File: src/rtl/sha256_msg_padder.sv
// Byte-stream to SHA-256 block padder: packs message bytes into 512-bit blocks
// and appends the 0x80 marker, zero fill and 64-bit big-endian bit length.
module sha256_msg_padder #(
  parameter int LEN_W = 64
) (
  input  logic         clk,
  input  logic         rst,
  input  logic         in_valid,
  input  logic [7:0]   in_data,
  input  logic         in_last,
  output logic         in_ready,
  output logic         blk_valid,
  input  logic         blk_ready,
  output logic [511:0] blk_data,
  output logic         blk_first,
  output logic         blk_last
);

  typedef enum logic [1:0] {FILL, SEND, SEND_EXTRA} state_t;

  state_t             state_q, state_d;
  logic [5:0]         idx_q, idx_d;
  logic [LEN_W-1:0]   len_q, len_d, lenInc;
  logic               first_q, first_d;
  logic               lastBlk_q, lastBlk_d;
  logic               extra_q, extra_d;
  logic               marker_q, marker_d;
  logic               msgDone_q, msgDone_d;
  logic [511:0]       blk_q, blk_d;

  assign lenInc = len_q + LEN_W'(8);

  // Byte i of the block lives at bits [8*(63-i) +: 8]; the buffer is cleared
  // after every block handshake so unused positions always read as zero.
  always_comb begin
    state_d   = state_q;
    idx_d     = idx_q;
    len_d     = len_q;
    first_d   = first_q;
    lastBlk_d = lastBlk_q;
    extra_d   = extra_q;
    marker_d  = marker_q;
    msgDone_d = msgDone_q;
    blk_d     = blk_q;
    case (state_q)
      FILL: begin
        if (in_valid) begin
          len_d = lenInc;
          idx_d = idx_q + 6'd1;
          for (int i = 0; i < 64; i++) begin
            if (i == int'(idx_q)) blk_d[8*(63-i) +: 8] = in_data;
          end
          if (in_last) begin
            state_d   = SEND;
            msgDone_d = 1'b1;
            idx_d     = '0;
            for (int i = 0; i < 64; i++) begin
              if (i == int'(idx_q) + 1) blk_d[8*(63-i) +: 8] = 8'h80;
            end
            if (idx_q <= 6'd54) begin
              blk_d[63:0] = 64'(lenInc);
              lastBlk_d   = 1'b1;
              extra_d     = 1'b0;
            end else begin
              // No room for the length field: it goes into an extra block.
              lastBlk_d = 1'b0;
              extra_d   = 1'b1;
              marker_d  = (idx_q == 6'd63);
            end
          end else if (idx_q == 6'd63) begin
            state_d   = SEND;
            lastBlk_d = 1'b0;
            extra_d   = 1'b0;
            msgDone_d = 1'b0;
          end
        end
      end
      SEND: begin
        if (blk_ready) begin
          blk_d = '0;
          idx_d = '0;
          if (extra_q) begin
            state_d        = SEND_EXTRA;
            blk_d[511:504] = marker_q ? 8'h80 : 8'h00;
            blk_d[63:0]    = 64'(len_q);
          end else if (msgDone_q) begin
            state_d   = FILL;
            len_d     = '0;
            first_d   = 1'b1;
            msgDone_d = 1'b0;
          end else begin
            state_d = FILL;
            first_d = 1'b0;
          end
        end
      end
      SEND_EXTRA: begin
        if (blk_ready) begin
          state_d   = FILL;
          blk_d     = '0;
          idx_d     = '0;
          len_d     = '0;
          first_d   = 1'b1;
          extra_d   = 1'b0;
          marker_d  = 1'b0;
          msgDone_d = 1'b0;
        end
      end
      default: state_d = FILL;
    endcase
  end

  always_ff @(posedge clk) begin
    if (rst) begin
      state_q   <= FILL;
      idx_q     <= '0;
      len_q     <= '0;
      first_q   <= 1'b1;
      lastBlk_q <= 1'b0;
      extra_q   <= 1'b0;
      marker_q  <= 1'b0;
      msgDone_q <= 1'b0;
      blk_q     <= '0;
    end else begin
      state_q   <= state_d;
      idx_q     <= idx_d;
      len_q     <= len_d;
      first_q   <= first_d;
      lastBlk_q <= lastBlk_d;
      extra_q   <= extra_d;
      marker_q  <= marker_d;
      msgDone_q <= msgDone_d;
      blk_q     <= blk_d;
    end
  end

  assign in_ready  = (state_q == FILL);
  assign blk_valid = (state_q != FILL);
  assign blk_data  = blk_valid ? blk_q : '0;
  assign blk_first = (state_q == SEND) && first_q;
  assign blk_last  = ((state_q == SEND) && lastBlk_q) || (state_q == SEND_EXTRA);

endmodule

File: config.mk
export PLATFORM = sky130hd
export DESIGN_NAME = sha256_msg_padder
export DESIGN_NICKNAME = d
export VERILOG_FILES = /design/src/rtl/sha256_msg_padder.sv
export SDC_FILE = /design/constraint.sdc
export NUM_CORES = 2
export LEC_CHECK = 0
export ABC_CLOCK_PERIOD_IN_PS = 6500
export BUFFER_PORTS_ARGS = -buffer_cell sky130_fd_sc_hd__buf_2
export CAP_MARGIN = 20
export CORE_ASPECT_RATIO = 0.5
export CORE_MARGIN = 2
export CORE_UTILIZATION = 50
export CTS_CLUSTER_DIAMETER = 150
export DETAILED_ROUTE_END_ITERATION = 7
export PLACE_DENSITY = 0.74
export SLEW_MARGIN = 20
export SYNTH_ARGS = -nofsm -noshare
export SYNTH_HDL_FRONTEND = slang
export SYNTH_SLANG_ARGS = --single-unit
export TNS_END_PERCENT = 5
File: constraint.sdc
create_clock -name clk -period 6.5 [get_ports clk]
set_input_delay 1.3 -clock clk [delete_from_list [all_inputs] [get_ports clk]]
set_output_delay 1.3 -clock clk [all_outputs]
set_load 0.05 [all_outputs]
# Yosys cells after proc, flatten, opt, wreduce, memory -nomap -nowiden

Index checks and enable logic that the tools add are counted.

Add/subtract/negate cells: 3
Multipliers: 0
Div/mod/pow operators: 0
Magnitude comparators: 1
Equality and inequality tests: 138
Shift operators: 0
Multiplexer cells: 177
Bitwise operators: 0
Reductions and logical operators: 22

Operators by type and width:

| cell                                                | count |
|---|---|
| two-way mux 512 bit                                 | 5 |
| case mux 512 bit (3 select lines)                   | 1 |
| two-way mux 8 bit                                   | 130 |
| equality test 7 x 32 -> 1 bit, first input constant | 31 |
| equality test 6 x 32 -> 1 bit, first input constant | 16 |
| two-way mux 64 bit                                  | 7 |
| equality test 5 x 32 -> 1 bit, first input constant | 8 |
| equality test 6 bit, first input constant           | 32 |
| case mux 64 bit (3 select lines)                    | 1 |
| equality test 4 x 32 -> 1 bit, first input constant | 4 |
| equality test 5 x 6 -> 1 bit, first input constant  | 16 |
| adder 64 x 4 -> 64 bit, second input constant       | 1 |
| equality test 3 x 32 -> 1 bit, first input constant | 2 |
| equality test 4 x 6 -> 1 bit, first input constant  | 8 |
| equality test 2 x 32 -> 1 bit, first input constant | 1 |
| zero test 32 bit                                    | 1 |
| equality test 3 x 6 -> 1 bit, first input constant  | 4 |
| two-way mux 1 bit                                   | 18 |
| two-way mux 6 bit                                   | 3 |
| AND reduction 4 bit                                 | 4 |
| != test 2 bit, second input constant                | 7 |
| equality test 2 x 6 -> 1 bit, first input constant  | 2 |
| two-way mux 2 bit                                   | 6 |
| case mux 6 bit (2 select lines)                     | 1 |
| 23 further kinds                                    | 32 |

Register bits after elaboration: 589
Bits in latches: 0
Memory bits (writable): 0
ROM bits: 0
Bits of input ports: 13
Word-level logic and storage cells: 350
Memories kept: 0

# Logic depth before layout (Yosys ltp)

Depth after elaboration: 7
Mapped depth: 12

# Least setup slack after synthesis

Ideal clock, no wire load.

Path kind: register to output
Start: register state_q[0]
End: output blk_data[432]
Arrival time: 2.224 ns
Required time: 5.200 ns
Path slack: 2.976 ns
Stages on the path, launching flop included: 7
Cells stage by stage: dfxtp_1 inv_1 ha_1 clkbuf_1 clkbuf_1 clkbuf_1 nor2b_1

Word-level cells in the longest chain between the ends: 2

Ends and longest elaborated chain:

| what                   | line | text |
|---|---|---|
| from (decl)            | 21   | `state_t state_q, state_d;` |
| from (signal assigned) | 125  | `state_q <= state_d;` |
| nonzero test 2 bit     | 138  | `assign blk_valid = (state_q != FILL);` |
| two-way mux 512 bit    | 139  | `assign blk_data = blk_valid ? blk_q : '0;` |
| to (decl)              | 14   | `output logic [511:0] blk_data,` |

No other way between the ends.

# Final worst setup path

Start: register state_q[0]
End: output blk_valid

Word-level cells in the longest chain between the ends: 1

Ends and longest elaborated chain:

| what               | line | text |
|---|---|---|
| nonzero test 2 bit | 138  |  |
| to (decl)          | 12   | `output logic blk_valid,` |

No other way between the ends.

==> impl_metrics.yaml <==
run_status:
  status: "finished, violations left"
  violations: "design-rule violations"
cells_and_area:
  drive_above_1_share_pct: 16.4
  fin_util_pct: 59.1
  final_nets: 4315
  syn_to_final_growth_pct: 15.8
  fin_cells: 5101
  diodes: 0
  design_area_um2: 34200
synth:
  synth_async_sr_flop_share_pct: 0
  synthTopCellsByArea: "dfxtp_1, nor2b_1, nand2_1"
  synth_cells: 3965
  yosysTopAreaCell: "dfxtp_1"
  synth_edf_count: 0
  synth_top_area_share_pct: 39.7
  syn_avg_cell_area_um2: 7.45
  yosysSeqAreaShare_pct: 39.7
  dominantRegCellSynth: "dfxtp_1"
  ys_warn_count: 0
  syn-num-nets: 3987
  synth_cell_types: 75
  synthesis.area_um2: 29500
  ys_ff_latch: 586
critical_path:
  cp-startpoint: "state_q[0]$_SDFFE_PP0P_"
  rr_endpoint: "blk_q[155]$_SDFFE_PP0P_"
  ff2ff_path_depth: 7
  path_cells: "inv_1, ha_4, buf_12, clkinv_1, buf_2"
  crit_path_end: "blk_valid"
  r2r_slack_ps: 2270
  path_max_fanout: 215
  cp-end-kind: "output pin"
  worstPathArrival_ps: 3330
  worstPathRequired_ps: 5200
  r2r_start: "idx_q[1]$_SDFFE_PP0P_"
  critPathKind: "reg -> out"
  startpoint_type: "flip-flop"
  max_stage_delay_ps: 750
  crit_slowest_cell: "ha_4"
pwr:
  p_leak_nw: 12.4
  power_density_nw_per_um2: 219
  ir_worst_vdd_mv: 0.207
  fin_total_pwr_mw: 7.48
die:
  ios: 529
  rows: 62
  die_w_um: 348
  die_area_um2: 61200
  core-area_um2: 57900
  start_util_pct: 51.0
  die_y_um: 176
global_route:
  grt_max_degree: 222
  grt-ovfl-total: 0
  grt_pass1_wl_mm: 169
  antenna_found_initial: 0
  grt_use_total_pct: 35.1
  grt_pass1_vias: 28335
clock_network:
  path_clk_slew_ps: 70
  cts_hold_buf: 0
  cts_buffers: 53
  cts_htree_levels: 2
  clk_latency_ps: 620
  postCtsSetupBuffers: 0
  root_buffer: "clkbuf_16"
  cts_tree: "built"
  ctsResizeCount: 0
  clkSinkCount: 586
  clock_path_buffers: 3
route:
  firstDrtPassIters: 8
  ant_nets: 0
  routed_wl_mm: 114
  num_vias: 31439
  vias_per_cell: 6.16
  drc: 1
  drtIter0Drc: 4300
  wl_per_cell_um: 22.4
timing:
  finClkSkew_ps: 14.6
  tns_ps: 0
  hold_viol: 0
  setup_viol: 0
  period_share_pct: 71.2
  hold_ws_ps: 450
  final.min_clock_period_ps: 4630
  grt_setup_unrepaired: "no"
  fmax_ghz: 0.216
  slew-limit-headroom_pct: 19.0
  tightest_slew_ps: 1210
  setup_slack_ps: 1870
  slew_violations: 0
placed_design:
  detailed_place_hpwl_mm: 78.0
  post_dp_cell_area_um2: 32500
  place.gp.congestion: 1.02
  dp_slack_ps: 2270
  dp.cells: 5005
  port_buffers: 528
job:
  drv_cap: 0
min_path:
  hold_start: "blk_q[258]$_SDFFE_PP0P_"
  min_path_type: "reg -> reg"
cell usage in the layout (no fill, tap or decap), types with 31 or more instances in the layout:
cell type / n
buf_2: 527
buf_4: 47
nand4_1: 37
nand3_1: 329
nor2_1: 191
and3_1: 31
dfxtp_1: 586
o21ai_0: 126
or3_1: 32
mux2i_1: 79
o21ai_1: 56
nand2_1: 727
clkbuf_16: 53
a21oi_1: 462
a31oi_1: 52
nor2b_1: 521
cell families after synthesis:
kind of cell | synth area share (%)
AO/OA/AOI/OAI | 17.9
XOR/XNOR | 1.13
adder cells (fa/ha/maj) | 0.381
buffers and inverters | 4.27
flip-flops | 39.7
multiplexers | 3.36
AND/OR/NAND/NOR | 33.2
routing by layer:
layer | share of wire (%) | vias up | routed length [um] | global-route usage [%]
met3 | 10 | 395 | 11800 | 6.87
met5 | 0 | - | 0 | 0
li1 | - | 14326 | - | -
met4 | 5.8 | 0 | 6650 | 19.1
met1 | 38 | 14843 | 43500 | 44.5
met2 | 46 | 1875 | 52400 | 56.5
synth_stat cells, types with 10 or more instances:
master / number
o221ai_1: 22
a221oi_1: 15
or4_1: 10
nor2_1: 194
and3_1: 31
clkbuf_1: 287
dfxtp_1: 586
nor4_1: 22
xor2_1: 13
and2_1: 20
nor2b_1: 521
o31ai_1: 11
a21oi_1: 463
o21ai_1: 55
xnor2_1: 25
nand2_1: 727
mux2i_1: 79
a41oi_1: 10
inv_1: 27
a32o_1: 14
nand4_1: 37
o22ai_1: 30
o21ai_0: 127
nand3_1: 330
or3_1: 32
buf_1: 13
nor3_1: 34
mux2_2: 18
a31oi_1: 52
a21o_1: 10
a22oi_1: 20
layout make-up:
cell class | instances | area (um^2)
Clock inverter | 26 | 249
Tap cell | 768 | 961
Fill cell | 5367 | 23600
Inverter | 28 | 105
Clock buffer | 69 | 1470
Timing Repair Buffer | 578 | 3070
Multi-Input combinational cell | 3046 | 16600
Sequential cell | 586 | 11700
state kept, by name, indices dropped and copies added (netlist names):
name       cells
idx_q          6
blk_q        512
len_q         61
first_q        1
lastBlk_q      1
extra_q        1
state_q        2
marker_q       1
msgDone_q      1
power breakdown:
part | switching [mW] | total, mW | internal [mW] | leakage, nW
clock network | 1.50 | 3.22 | 1.72 | 0.846
registers | 0.0183 | 3.63 | 3.61 | 4.72
logic | 0.519 | 0.633 | 0.115 | 6.81
critical path, delay by kind of cell (launching register included):
family | cells | cell delay (ps)
buffers and inverters | 4 | 1550
flip-flops | 1 | 350
adder cells (fa/ha/maj) | 1 | 750
worst min path at each step:
stage / cells after the start / end
after CTS: 2 / blk_q[258]$_SDFFE_PP0P_
after detailed placement: 2 / blk_q[258]$_SDFFE_PP0P_
final: 2 / blk_q[258]$_SDFFE_PP0P_
after global placement: 2 / blk_q[82]$_SDFFE_PP0P_
after global routing: 2 / blk_q[196]$_SDFFE_PP0P_
after floorplan: 2 / blk_q[0]$_SDFFE_PP0P_
Power figures use the tool's default switching activity.
